## src/rtl/coin_collector.sv

```systemverilog
// coin_collector: credit accumulation front end handing one transaction to the vending FSM.
// Define COIN_TIMEOUT_EN to auto-refund after TIMEOUT_CYCLES idle cycles in COLLECT.
module coin_collector #(
    parameter int MAX_CREDIT     = 100,
    parameter int TIMEOUT_CYCLES = 1000
) (
    input  logic       clk,
    input  logic       rst,
    input  logic       coin_in,
    input  logic [1:0] coin_type,
    input  logic       sel_valid,
    input  logic [3:0] sel_id,
    input  logic       cancel,
    input  logic       done_i,
    output logic       coin,
    output logic [6:0] value_coin,
    output logic [3:0] id_item,
    output logic [6:0] credit_o,
    output logic       coin_reject,
    output logic       sel_err,
    output logic       refund,
    output logic [6:0] refund_value,
    output logic       busy,
    output logic [2:0] state_o
);
    typedef enum logic [2:0] {IDLE = 3'd0, COLLECT = 3'd1, DISPENSE = 3'd2, WAIT_DONE = 3'd3, REFUND = 3'd4} state_t;
    state_t     state_q, state_d;
    logic [6:0] credit_q, credit_d, value_q, value_d, refval_q, refval_d;
    logic [3:0] id_q, id_d;
    logic       coin_q, coin_d, rej_q, rej_d, selerr_q, selerr_d, refund_q, refund_d, busy_q, busy_d;
    logic [7:0] val, sum;
    logic       accept, sel_ok, tmo;
    // Sum is one bit wider than credit so an overflowing coin is rejected rather than wrapped
    assign val    = coin_type == 2'd0 ? 8'd5 : coin_type == 2'd1 ? 8'd10 : coin_type == 2'd2 ? 8'd20 : 8'd50;
    assign sum    = {1'b0, credit_q} + val;
    assign accept = coin_in && (state_q == IDLE || state_q == COLLECT) && !cancel && !sel_valid && sum <= 8'(MAX_CREDIT);
    assign sel_ok = sel_id >= 4'd1 && sel_id <= 4'd10;
`ifdef COIN_TIMEOUT_EN
    localparam int CW = $clog2(TIMEOUT_CYCLES + 1);
    logic [CW-1:0] cnt_q, cnt_d;
    logic          cnt_top;
    assign cnt_top = cnt_q == CW'(TIMEOUT_CYCLES - 1);
    assign tmo     = state_q == COLLECT && !cancel && !sel_valid && !accept && cnt_top;
    assign cnt_d   = (state_q != COLLECT || accept) ? '0 : cnt_top ? cnt_q : cnt_q + 1'b1;
    always_ff @(posedge clk) begin
        if (rst) cnt_q <= '0;
        else     cnt_q <= cnt_d;
    end
`else
    assign tmo = 1'b0;
`endif
    always_comb begin
        state_d  = state_q;
        credit_d = credit_q;
        value_d  = value_q;
        id_d     = id_q;
        selerr_d = 1'b0;
        case (state_q)
            IDLE: begin
                selerr_d = sel_valid;
                if (accept) begin
                    credit_d = sum[6:0];
                    state_d  = COLLECT;
                end
            end
            COLLECT: begin
                if (cancel || tmo) state_d = REFUND;
                else if (sel_valid && sel_ok) begin
                    id_d    = sel_id;
                    value_d = credit_q;
                    state_d = DISPENSE;
                end else if (sel_valid) selerr_d = 1'b1;
                else if (accept) credit_d = sum[6:0];
            end
            DISPENSE: state_d = WAIT_DONE;
            WAIT_DONE: begin
                selerr_d = sel_valid;
                if (done_i) begin
                    state_d  = IDLE;
                    credit_d = '0;
                    value_d  = '0;
                    id_d     = '0;
                end
            end
            REFUND: begin
                state_d  = IDLE;
                credit_d = '0;
            end
            default: state_d = IDLE;
        endcase
    end
    // Output pulses are derived from the next state so they appear in the state's own cycle
    assign coin_d   = state_d == DISPENSE;
    assign busy_d   = state_d == DISPENSE || state_d == WAIT_DONE;
    assign refund_d = state_d == REFUND;
    assign refval_d = refund_d ? credit_q : '0;
    assign rej_d    = coin_in && !accept;
    always_ff @(posedge clk) begin
        if (rst) begin
            state_q  <= IDLE;
            credit_q <= '0;
            value_q  <= '0;
            id_q     <= '0;
            refval_q <= '0;
            coin_q   <= 1'b0;
            rej_q    <= 1'b0;
            selerr_q <= 1'b0;
            refund_q <= 1'b0;
            busy_q   <= 1'b0;
        end else begin
            state_q  <= state_d;
            credit_q <= credit_d;
            value_q  <= value_d;
            id_q     <= id_d;
            refval_q <= refval_d;
            coin_q   <= coin_d;
            rej_q    <= rej_d;
            selerr_q <= selerr_d;
            refund_q <= refund_d;
            busy_q   <= busy_d;
        end
    end
    assign coin         = coin_q;
    assign value_coin   = value_q;
    assign id_item      = id_q;
    assign credit_o     = credit_q;
    assign coin_reject  = rej_q;
    assign sel_err      = selerr_q;
    assign refund       = refund_q;
    assign refund_value = refval_q;
    assign busy         = busy_q;
    assign state_o      = state_q;
endmodule

```

## config.mk

```make
export PLATFORM = sky130hd
export DESIGN_NAME = coin_collector
export DESIGN_NICKNAME = d
export VERILOG_FILES = /design/src/rtl/coin_collector.sv
export SDC_FILE = /design/constraint.sdc
export NUM_CORES = 1
export LEC_CHECK = 0
export ABC_AREA = 1
export BUFFER_PORTS_ARGS = -buffer_cell sky130_fd_sc_hd__buf_2
export CORE_UTILIZATION = 52
export CTS_CLUSTER_SIZE = 25
export DETAILED_ROUTE_END_ITERATION = 10
export PLACE_DENSITY = 0.82
export SYNTH_ARGS = -nofsm -noshare
export SYNTH_HDL_FRONTEND = slang
export SYNTH_SLANG_ARGS = --single-unit
```

## constraint.sdc

```tcl
create_clock -name clk -period 2.8 [get_ports clk]
set_clock_uncertainty 0.1 [all_clocks]
set_input_delay 0.56 -clock clk [delete_from_list [all_inputs] [get_ports clk]]
set_output_delay 0.56 -clock clk [all_outputs]
set_load 0.02 [all_outputs]
```

# ---- Yosys cells after proc, flatten, opt, wreduce, memory -nomap -nowiden
# Cells that the tools add are included.
dict set report classes {
  addsub 1
  multipliers 0
  n_div 0
  order_cmp 3
  eq_ne 14
  shifts 0
  n_mux 25
  bitwise_logic 1
  n_reduce_logical 20
}
# operator count
set op_table {}
lappend op_table {{7-bit 2-to-1 mux} 7}
lappend op_table {{7-bit case mux with 4 select lines} 1}
lappend op_table {{6-bit 2-to-1 mux} 3}
lappend op_table {{7-bit case mux with 2 select lines} 1}
lappend op_table {{3-bit by 2-bit == test with 1-bit output (second input constant)} 4}
lappend op_table {{3-bit 2-to-1 mux} 4}
lappend op_table {{4-bit 2-to-1 mux} 3}
lappend op_table {{3-bit case mux with 4 select lines} 1}
lappend op_table {{7-bit by 6-bit adder with 8-bit output} 1}
lappend op_table {{8-bit by 7-bit less-or-equal comparator with 1-bit output (second input constant)} 1}
lappend op_table {{2-bit inequality test (second input constant)} 4}
lappend op_table {{4-bit case mux with 2 select lines} 1}
lappend op_table {{1-bit logical AND} 7}
lappend op_table {{3-bit == test (second input constant)} 2}
lappend op_table {{5-bit AND reduction} 1}
lappend op_table {{4-bit by 1-bit greater-or-equal comparator with 1-bit output (second input constant)} 1}
lappend op_table {{4-bit less-or-equal comparator (second input constant)} 1}
lappend op_table {{4-bit AND reduction} 1}
lappend op_table {{4-bit nonzero test} 1}
lappend op_table {{2-bit OR reduction} 2}
lappend op_table {{3-bit by 1-bit == test with 1-bit output (second input constant)} 1}
lappend op_table {{1-bit zero test} 3}
lappend op_table {{3-bit zero test} 1}
lappend op_table {{1-bit 2-to-1 mux} 3}
lappend op_table {{8 further kinds} 9}
dict set report totals {
  reg_bits 33
  latchBits 0
  ram_bits 0
  rom_bits 0
  input_bits 12
  output_inout_bits 33
  elab_cells 74
  memories 0
}

# ---- Longest topological paths before layout
# Gate-level depths: netlist of the first run.
dict set report depth {
  word_depth 12
  depth_mapped 18
  ltp_nobuf 17
}

# ---- Worst setup path after synthesis of the first run
# OpenSTA, ideal clock, no wires.
dict set report synth_path {
  kind {input to register}
  startpoint {input port coin_type[1]}
  endpoint {register credit_q[6], in the netlist credit_o[6]}
  setup_ns 0.115
  arrival_time_ns 2.209
  t_required_ns 2.585
  path_slack_ns 0.376
  cell_stages 17
  n_path_buf 1
  path_cell_list {nor2_1 -> ha_1 -> inv_1 -> fa_1 -> inv_1 -> nand2_1 -> nand2_1 -> nand3_1 -> nand2_1 -> nand2_1 -> nand2_1 -> nand3_1 -> nand2_2 -> nand2_4 -> buf_6 -> a21oi_1 -> nor2_1}
}
dict set report synth_between {
  elab_chain_len 12
  elab_cells_between_ends 14
  cone_classes {1 x add/sub; 1 x order compare; 2 x eq/ne; 8 x mux; 2 x reduce/logical}
}
# element line_no
set synth_rtl {}
lappend synth_rtl {{start: declaration} 10} ;# input logic [1:0] coin_type,
lappend synth_rtl {{2-bit == test} 34} ;# assign val = coin_type == 2'd0 ? 8'd5 : coin_type == 2'd1 ? 8'd10 : coin_type == 2'd2 ? 8'd20 : 8'd50;
lappend synth_rtl {{6-bit 2-to-1 mux (2 in series)} 34}
lappend synth_rtl {{6-bit 2-to-1 mux *} 34}
lappend synth_rtl {{7-bit by 6-bit adder with 8-bit output *} 35} ;# assign sum = {1'b0, credit_q} + val;
lappend synth_rtl {{8-bit by 7-bit less-or-equal comparator with 1-bit output} 36} ;# assign accept = coin_in && (state_q == IDLE || state_q == COLLECT) && !cancel && !sel_valid && sum <= 8'(MAX_C ...
lappend synth_rtl {{1-bit logical AND} 36}
lappend synth_rtl {{7-bit 2-to-1 mux *} {61, 73}}
lappend synth_rtl {{7-bit 2-to-1 mux} 72} ;# end else if (sel_valid) selerr_d = 1'b1;
lappend synth_rtl {{7-bit 2-to-1 mux} 68} ;# else if (sel_valid && sel_ok) begin
lappend synth_rtl {{7-bit 2-to-1 mux} 67} ;# if (cancel || tmo) state_d = REFUND;
lappend synth_rtl {{7-bit case mux with 4 select lines *} 58} ;# case (state_q)
lappend synth_rtl {{end signal: assignment} 112} ;# credit_q <= credit_d;
lappend synth_rtl {{end: declaration} 28} ;# logic [6:0] credit_q, credit_d, value_q, value_d, refval_q, refval_d;
# Every way passes the cells marked *; elsewhere a longest branch is shown, timed or not. The select of a mux whose other input is x is not followed.
# A chain may end at the register's enable or synchronous reset.

# ---- Worst setup path in the final report of the first run
dict set report layout_path {
  startpoint {input port coin_type[1]}
  endpoint {register credit_q[3], in the netlist credit_o[3]}
}
# Same word-level chain as after synthesis.

==> results.txt, run 1 <==
Vias: 1665
Fin crit share: 83.2%
Top cell type's share of synthesized area: 39.3%
CP required: 2.93 ns
Area Growth Syn to Fin: 19.7%
Core ar.: 0.00305 sq mm
Die Area: 0.00347 sq mm
Clk pwr share: 35.1%
Worst reg2reg setup slack: 0.56 ns
Top FF cell, synth: dfxtp_1
Layout Nets: 302
Detailed Route WL: 3.72 mm
Final WS setup: 0.469 ns
Min Tclk post-route: 2.33 ns
Fin. Hold Viols: 0
Critical path class: in -> reg
Synth area leaders: dfxtp_1 39%, nand2_1 11%, nand3_1 8.9%
Initial DRC count: 72
Register Area: 661 sq um
Initial DRT Pass Iterations: 4
GR Overflow Total: 0
Post-CTS Setup Inserts: 0
Int Pwr: 760 uW
Crit path from: coin_type[1]
Worst EP arrival: 2.46 ns
WL/cell: 11.3 um
H-tree depth: 2
First-pass GRT wire length: 6.09 mm
Number of synthesized flops with an enable pin: 0
MaxCap Viol Count: 0
Sinks on Clock Net: 33
Combinational power share: 17.6%
Clock slew at reported path FFs: 0.10 ns
Post-cts gate resize count: 0
Unrepaired setup endpoints after global routing: false
Clk Latency, worst-skew pair: 0.33 ns
Leakage Power: 1.02 nW
Startpoint Class: primary input
Detailed placement HPWL: 2.80 mm
Final setup fails: 0
Routed Antenna Nets: 0
Register-to-Register Path Depth: 15
#FFs+latches synth: 33
GRT Total Usage: 23.4%
Mapped Cells: 238
CTS buffer count: 5
Root buffer cell: clkbuf_4
Row count: 20
Final RePlAce weighted congestion: 0.930
FMAX: 0.429 GHz
Async set-reset flop share out of synthesis: 0%
Worst setup EP type: flop
Die Ht: 58.9 um
Die width: 58.9 um
CTS Buffer Depth: 2
Post-Syn Nets: 257
CP max FO: 14
Worst Hold Slack: 0.356 ns
RR Endpoint: credit_o[3]
Cell area after synthesis: 0.00168 sq mm
Largest net degree at the start of global routing: 20
Fin. max-slew vios: 0
Layout cells sized above 1: 23.9%
Setup_tns: 0 ns
DR vias/cell: 5.08
Leading area contributor after synthesis: dfxtp_1
Total number of yosys warnings: 0
Drt drc: 0
R2R Path Start: credit_o[0]
Starting Density: 55.1%
CTS tree: done
Switch share: 27.7%
Worst Tran Pin Value: 0.600 ns
CTS Hold Bufs: 0
Netlist cell types: 30
Fill count: 274
Power density cells: 522 mW/mm^2
VDD IR-drop max: 0.545 mV
Setup crit end: credit_o[3]
Area taken by multi-input logic gates: 853 sq um
Most frequent cell after synthesis: nand2_1
Diode count: 0
Tightest Hold Check Type: in -> reg
I/O pin cnt: 45
Sequential fraction of the synthesis area: 39.3%
Number of port buffers: 44
Vias in the first global route: 1438
Outcome: finished, final reports clean
Pre-CTS setup slack: 0.130 ns
Slew headroom: 60.0%
Psw: 290 uW
Syn_area_per_cell: 7.07 sq um
Register share of total power: 47.3%
Synth cell count leaders: 51 x nand2_1, 33 x dfxtp_1, 30 x nand3_1
Initial antenna violation count: 0
==> critical path: stages <==
cell and delay, ns:
buf_2 0.12, nor2_1 0.10, ha_1 0.18, inv_1 0.06
fa_1 0.41, inv_1 0.07, nand2_1 0.05, nand2_1 0.09
nand3_1 0.10, nand2_1 0.07, nand2_1 0.05, nand2_1 0.08
nand3_1 0.09, nand2_2 0.09, nand2_4 0.11, a21oi_1 0.16
nor2_1 0.06
==> metal layers <==
| metal | up-vias | global-route usage [%] | share of wire, % |
|---|---|---|---|
| met4 | 0 | 10.9 | 1.8 |
| met5 | - | 0 | 0 |
| met2 | 54 | 38.8 | 47 |
| met3 | 10 | 6.81 | 5.9 |
| li1 | 855 | - | - |
| met1 | 746 | 27.8 | 45 |
==> power by group through the flow <==
| stage | clock network (mW) | logic [mW] | registers [mW] |
|---|---|---|---|
| after CTS | 0.372 | 0.184 | 0.497 |
| final | 0.369 | 0.185 | 0.497 |
| after global routing | 0.397 | 0.209 | 0.499 |
| after detailed placement | 0 | 0.183 | 0.508 |
| after global placement | 0 | 0.180 | 0.508 |
| after floorplan | 0 | 0.119 | 0.520 |
==> sequential cells by signal (all words and copies together), names as in the netlist <==
signal	flops
coin_reject	1
refund_value	7
id_item	4
state_o	3
busy	1
coin	1
refund	1
sel_err	1
value_coin	7
credit_o	7
==> placed cells by master (no fill, tap or decap), types with 2 or more instances in the layout <==
master / netlist / final
nand3_2: 4 / 4
dfxtp_1: 33 / 33
nand2_2: 2 / 2
a211oi_1: 2 / 2
buf_4: 1 / 2
clkbuf_4: 0 / 5
nand2_1: 51 / 51
a21oi_1: 23 / 23
inv_2: 3 / 3
nand3_1: 30 / 30
nor2_1: 29 / 29
ha_1: 6 / 6
nor3_1: 4 / 4
inv_1: 29 / 29
buf_2: 2 / 44
==> stage by stage <==
stage	utilization [%]	instance area, sq um	power (mW)	std cells
after floorplan	-	1680	0.639	238
final	65.9	2010	1.05	328
after global routing	65.9	2010	1.10	328
after CTS	65.9	2010	1.05	328
after global placement	63.2	1930	0.687	320
after detailed placement	63.2	1930	0.690	320
==> worst min path at each step <==
stage                     depth (start not counted)       start          to
after floorplan                                   2  id_item[1]  id_item[1]
after global placement                            2  id_item[0]  id_item[0]
after detailed placement                          2  id_item[1]  id_item[1]
after CTS                                         2      cancel        coin
after global routing                              2      cancel        coin
final                                             2      cancel        coin
==> cells by family (layout without fill, tap and decap cells) <==
logic type,Yosys count,in the layout,share of synthesized area [%]
AOI/OAI and AO/OA,31,31,11.1
xor gates and xnor gates,1,1,0.521
adders and majority gates,7,7,5.65
buffers and inverters,41,87,9.97
DFF,33,33,39.3
and+or+nand+nor,125,125,33.5
==> area by class of cell <==
class / instances / share of cell area [%]
Clock buffer: 7 / 2.73
Clock inverter: 1 / 1.49
Inverter: 33 / 6.15
Multi-Input combinational cell: 164 / 42.4
Sequential cell: 33 / 32.8
Tap cell: 44 / 2.73
Timing Repair Buffer: 46 / 11.7
(Power assumes the default switching activity.)
==> run 2: changes to the inputs <==
==> constraint.sdc (replaced) <==
create_clock -name clk -period 2.27 [get_ports clk]
set_clock_uncertainty 0.1 [all_clocks]
set_input_delay 0.454 -clock clk [delete_from_list [all_inputs] [get_ports clk]]
set_output_delay 0.454 -clock clk [all_outputs]
set_load 0.02 [all_outputs]
==> results.txt, run 2 (synthesis results as in run 1) <==
Outcome: finished, final reports clean
Setup_tns: 0 ns (unchanged)
Fin. Hold Viols: 0 (unchanged)
Slew headroom: 73.1% (+13 points)
CP required: 2.45 ns (-0.48 ns)
Sinks on Clock Net: 33 (unchanged)
Psw: 400 uW (+38%)
Tightest Hold Check Type: in -> reg
Starting Density: 55.1% (unchanged)
Startpoint Class: flop
Row count: 20 (unchanged)
Critical path class: reg -> reg
Worst Tran Pin Value: 0.400 ns (-0.200 ns)
Leakage Power: 1.09 nW (+7.0%)
GR Overflow Total: 0 (unchanged)
Die Ht: 58.9 um (unchanged)
Worst setup EP type: flop
Die Area: 0.00347 sq mm (unchanged)
Cell breakdown of the critical path: ha_4 -> inv_2 -> fa_2 -> inv_1 -> o21ai_1 -> nand3_1 -> nand3_2 -> nand2_4 -> buf_4 -> inv_1 -> nand2_1 -> a21oi_1
Clk Latency, worst-skew pair: 0.34 ns (about the same)
Combinational power share: 23.6% (+6.0 points)
Detailed placement HPWL: 3.08 mm (+10%)
CP max FO: 3 (-11)
Worst EP arrival: 2.30 ns (-0.16 ns)
Final cell count without fillers: 343 (+4.6%)
Detailed Route WL: 4.05 mm (+9.0%)
Final setup fails: 0 (unchanged)
Crit path largest cell delay: 0.52 ns (+0.11 ns)
Switch share: 32.7% (+5.0 points)
Layout Nets: 317 (+5.0%)
Area Growth Syn to Fin: 29.5%
Most frequent cells in the layout: 49 x nand2_1, 44 x buf_2, 32 x dfxtp_1
First-pass GRT wire length: 6.29 mm (+3.2%)
MaxCap Viol Count: 0 (unchanged)
Commonest non-fill, non-tap cell in the layout: nand2_1
Register share of total power: 49.7% (+2.4 points)
CTS tree: done
CTS buffer count: 5 (unchanged)
H-tree depth: 2 (unchanged)
Die width: 58.9 um (unchanged)
Clock slew at reported path FFs: 0.11 ns (about the same)
Clk pwr share: 26.7% (-8.4 points)
Vias: 1739 (+4.4%)
Post-placement cell count: 334 (+4.4%)
Initial antenna violation count: 0 (unchanged)
Min Tclk post-route: 2.13 ns
CTS Hold Bufs: 0 (unchanged)
Post-cts gate resize count: 0 (unchanged)
GRT Total Usage: 24.7% (+1.3 points)
Fill count: 270 (-1.5%)
Fin. max-slew vios: 0 (unchanged)
CTS Buffer Depth: 2 (unchanged)
I/O pin cnt: 45 (unchanged)
Layout cells sized above 1: 33.4% (+9.5 points)
Power density cells: 562 mW/mm^2 (+7.7%)
Crit path max-delay cell type: fa_2
Number of port buffers: 44 (unchanged)
DR vias/cell: 5.07 (-0.12%)
Unrepaired setup endpoints after global routing: true
Final RePlAce weighted congestion: 0.939 (+0.99%)
WL/cell: 11.8 um (+4.2%)
Core ar.: 0.00305 sq mm (unchanged)
Most frequent CP cell: inv_1
Int Pwr: 824 uW (+8.5%)
Largest net degree at the start of global routing: 20 (unchanged)
Initial DRT Pass Iterations: 4 (unchanged)
Diode count: 0 (unchanged)
Root buffer cell: clkbuf_4
Fin crit share: 93.7%
Post-CTS Setup Inserts: 0 (unchanged)
Initial DRC count: 120 (+67%)
FMAX: 0.470 GHz
VDD IR-drop max: 0.320 mV (-41%)
Drt drc: 0 (unchanged)
Vias in the first global route: 1477 (+2.7%)
Routed Antenna Nets: 0 (unchanged)
## run 2: area by class of cell
type / count / area (sq um) / share of cell area (%)
well taps: 44 / 55.1 / 2.53
clock inverters: 3 / 17.5 / 0.804
repair buffers: 60 / 340 / 15.6
inverters: 33 / 124 / 5.69
clock buffers: 5 / 37.5 / 1.72
flip-flops and latches: 33 / 662 / 30.4
multi-input cells: 165 / 942 / 43.3
## run 2: power groups by stage
stage | logic, mW | registers, mW | clock network [mW]
floorplan | 0.156 | 0.645 | 0
CTS | 0.278 | 0.608 | 0.333
global route | 0.319 | 0.610 | 0.366
finish | 0.289 | 0.608 | 0.327
detailed placement | 0.276 | 0.622 | 0
global placement | 0.268 | 0.622 | 0
## run 2: per-stage QoR
stage | setup WS [ns] | hold slack, ns | power (mW) | area, sq um | utilization, %
floorplan | 0.0176 | 0.412 | 0.801 | 1740 | -
global placement | -0.169 | 0.348 | 0.890 | 2080 | 68.2
detailed placement | -0.295 | 0.351 | 0.898 | 2080 | 68.2
CTS | 0.00560 | 0.248 | 1.22 | 2140 | 70.0
global route | -0.0551 | 0.256 | 1.29 | 2180 | 71.4
finish | 0.144 | 0.256 | 1.22 | 2180 | 71.4
## run 2: critical path: cells and delay by family, from the launching register on
| family | cells | cell delay (ns) |
|---|---|---|
| fa+ha+maj | 2 | 0.66 |
| compound gates | 2 | 0.25 |
| flops | 1 | 0.38 |
| buf+inv | 4 | 0.29 |
| simple gates | 4 | 0.37 |
## run 2: worst paths after layout
| path | endpoint | slack (ns) | from | cells after the start |
|---|---|---|---|---|
| max | state_o[0] | 0.14 | credit_o[0] | 12 |
| min | coin_reject | 0.26 | coin_in | 3 |
| max reg2reg | state_o[0] | 0.14 | credit_o[0] | 12 |
| min reg2reg | id_item[2] | 0.36 | id_item[2] | 2 |
## run 2: per-layer routing
metal  GRT usage (%)  part of all wire (%)  wire length (um)
met1            28.8                    42              1690
met2            42.7                    49              2000
met3            5.49                   6.2               252
met4            12.2                   2.8               112
met5               0                     0                 0
==> run 3: changes to the inputs <==
--- a/config.mk
+++ b/config.mk
@@ -7,10 +7,10 @@
 export LEC_CHECK = 0
 export ABC_AREA = 1
 export BUFFER_PORTS_ARGS = -buffer_cell sky130_fd_sc_hd__buf_2
-export CORE_UTILIZATION = 52
+export CORE_UTILIZATION = 56
 export CTS_CLUSTER_SIZE = 25
 export DETAILED_ROUTE_END_ITERATION = 10
-export PLACE_DENSITY = 0.82
+export PLACE_DENSITY = 0.87
 export SYNTH_ARGS = -nofsm -noshare
 export SYNTH_HDL_FRONTEND = slang
 export SYNTH_SLANG_ARGS = --single-unit
==> constraint.sdc (replaced) <==
create_clock -name clk -period 2.6 [get_ports clk]
set_clock_uncertainty 0.1 [all_clocks]
set_input_delay 0.52 -clock clk [delete_from_list [all_inputs] [get_ports clk]]
set_output_delay 0.52 -clock clk [all_outputs]
set_load 0.02 [all_outputs]
==> results.txt, run 3 (synthesis results as in run 1) <==
Outcome: finished with violations
Failing checks: design-rule violations
Root buffer cell: clkbuf_4
Layout Nets: 304 (-4.1%)
WL/cell: 11.6 um (-1.4%)
Fill count: 243 (-10%)
Drt drc: 10 (+10)
Routed Antenna Nets: 0 (unchanged)
Number of port buffers: 44 (unchanged)
Slew headroom: 58.7% (-14 points)
Crit path max-delay cell type: fa_1
Pre-CTS setup slack: -0.00203 ns (+0.293 ns)
Tightest Hold Check Type: in -> reg
Post-CTS Setup Inserts: 0 (unchanged)
Critical path class: in -> reg
First-pass GRT wire length: 5.85 mm (-6.9%)
GR Overflow Total: 0 (unchanged)
CP max FO: 14 (+11)
Initial antenna violation count: 0 (unchanged)
Final cell count without fillers: 317 (-7.6%)
Final RePlAce weighted congestion: 0.915 (-2.6%)
FMAX: 0.446 GHz
Post-cts gate resize count: 0 (unchanged)
Cell area after placement: 0.00193 sq mm (-7.5%)
GRT Total Usage: 23.6% (-1.2 points)
Final instance area: 0.00198 sq mm (-9.0%)
H-tree depth: 2 (unchanged)
Vias in the first global route: 1367 (-7.4%)
MaxCap Viol Count: 0 (unchanged)
Clk Latency, worst-skew pair: 0.34 ns (about the same)
Min Tclk post-route: 2.24 ns
Die Ht: 56.8 um (-3.5%)
Post-placement cell count: 309 (-7.5%)
Row count: 19 (-5.0%)
Cell breakdown of the critical path: buf_2 -> nor2_1 -> ha_1 -> inv_1 -> fa_1 -> inv_1 -> nand2_1 -> nand2_1 -> nand3_1 -> nand2_1 -> nand2_1 -> nand2_1 -> nand3_1 -> nand2_2 -> nand2_4 -> a21oi_1 -> nor2_1
CTS buffer count: 5 (unchanged)
Unrepaired setup endpoints after global routing: false
Worst setup EP type: flop
Startpoint Class: primary input
CTS tree: done
Area Growth Syn to Fin: 17.9%
Detailed Route WL: 3.69 mm (-8.9%)
Starting Density: 59.9% (+4.9 points)
CTS Buffer Depth: 2 (unchanged)
Detailed placement HPWL: 2.76 mm (-10%)
Most frequent cells in the layout: 51 x nand2_1, 44 x buf_2, 33 x dfxtp_1
Final WS setup: 0.357 ns (+0.213 ns)
Sinks on Clock Net: 33 (unchanged)
Fin. max-slew vios: 0 (unchanged)
Largest net degree at the start of global routing: 20 (unchanged)
Most frequent CP cell: nand2_1
Post-route core utilization: 70.7% (-0.70 points)
Initial DRT Pass Iterations: 7 (+3)
Fin. Hold Viols: 0 (unchanged)
Vias: 1672 (-3.9%)
Core ar.: 0.00281 sq mm (-8.1%)
Worst EP arrival: 2.38 ns (+0.08 ns)
Crit path largest cell delay: 0.39 ns (-0.13 ns)
Leakage Power: 1.01 nW (-6.9%)
Commonest non-fill, non-tap cell in the layout: nand2_1
CTS Hold Bufs: 0 (unchanged)
Power density cells: 514 mW/mm^2 (-8.5%)
Clock slew at reported path FFs: 0.11 ns (about the same)
Worst Tran Pin Value: 0.620 ns (+0.219 ns)
Total power: 1.02 mW (-17%)
Die Area: 0.00323 sq mm (-6.9%)
CP Buf/Inv Count: 3 (-1)
Die width: 56.8 um (-3.5%)
Crit path max-delay family: simple AND/OR/NAND/NOR gates
Layout cells sized above 1: 24.8% (-8.6 points)
Initial DRC count: 68 (-43%)
DR vias/cell: 5.27 (+4.0%)
Diode count: 0 (unchanged)
Final setup fails: 0 (unchanged)
I/O pin cnt: 45 (unchanged)
VDD IR-drop max: 0.364 mV (+14%)
Fin crit share: 86.3%
CP required: 2.73 ns (+0.28 ns)
-- run 3: report_power, final --
group          switching, mW  internal (mW)  total, mW
clock network          0.180          0.102      0.282
registers             0.0140          0.519      0.533
logic                  0.132         0.0726      0.205
-- run 3: layout make-up --
cell class	instances	area, sq um	share of cell area [%]
tap	31	38.8	1.96
sequential	33	661	33.3
inverter	33	124	6.25
multi-input combinational	164	853	43.1
clock inverter	3	17.5	0.884
clock buffer	5	37.5	1.89
timing repair buffer	48	250	12.6
-- run 3: through the flow --
| stage | TNS [ns] | hold WS [ns] |
|---|---|---|
| floorplan | 0 | 0.441 |
| global placement | 0 | 0.349 |
| detailed placement | -0.00203 | 0.354 |
| CTS | 0 | 0.317 |
| global route | 0 | 0.311 |
| finish | 0 | 0.325 |
-- run 3: tightest hold or removal path, cell delays in order --
cell and delay (ns):
buf_2 0.11, nand2_1 0.06, nor2_1 0.04
-- run 3: path summary, 6_finish.rpt --
path | startpoint | end | slack (ns) | depth (start not counted)
worst min register to register | id_item[1] | id_item[1] | 0.37 | 2
worst max-delay path | coin_type[1] | credit_o[2] | 0.36 | 17
worst max register to register | credit_o[0] | credit_o[2] | 0.37 | 15
worst min-delay path | coin_in | coin_reject | 0.32 | 3
-- run 3: routing by layer --
layer | vias to the layer above | GRT usage [%] | wire [um] | share of wire [%]
met5 | - | 0 | 0 | 0
met4 | 0 | 9.06 | 82 | 2.2
met3 | 11 | 6.22 | 271 | 7.3
met2 | 62 | 41.0 | 1700 | 46
met1 | 742 | 27.6 | 1640 | 44
li1 | 857 | - | - | -
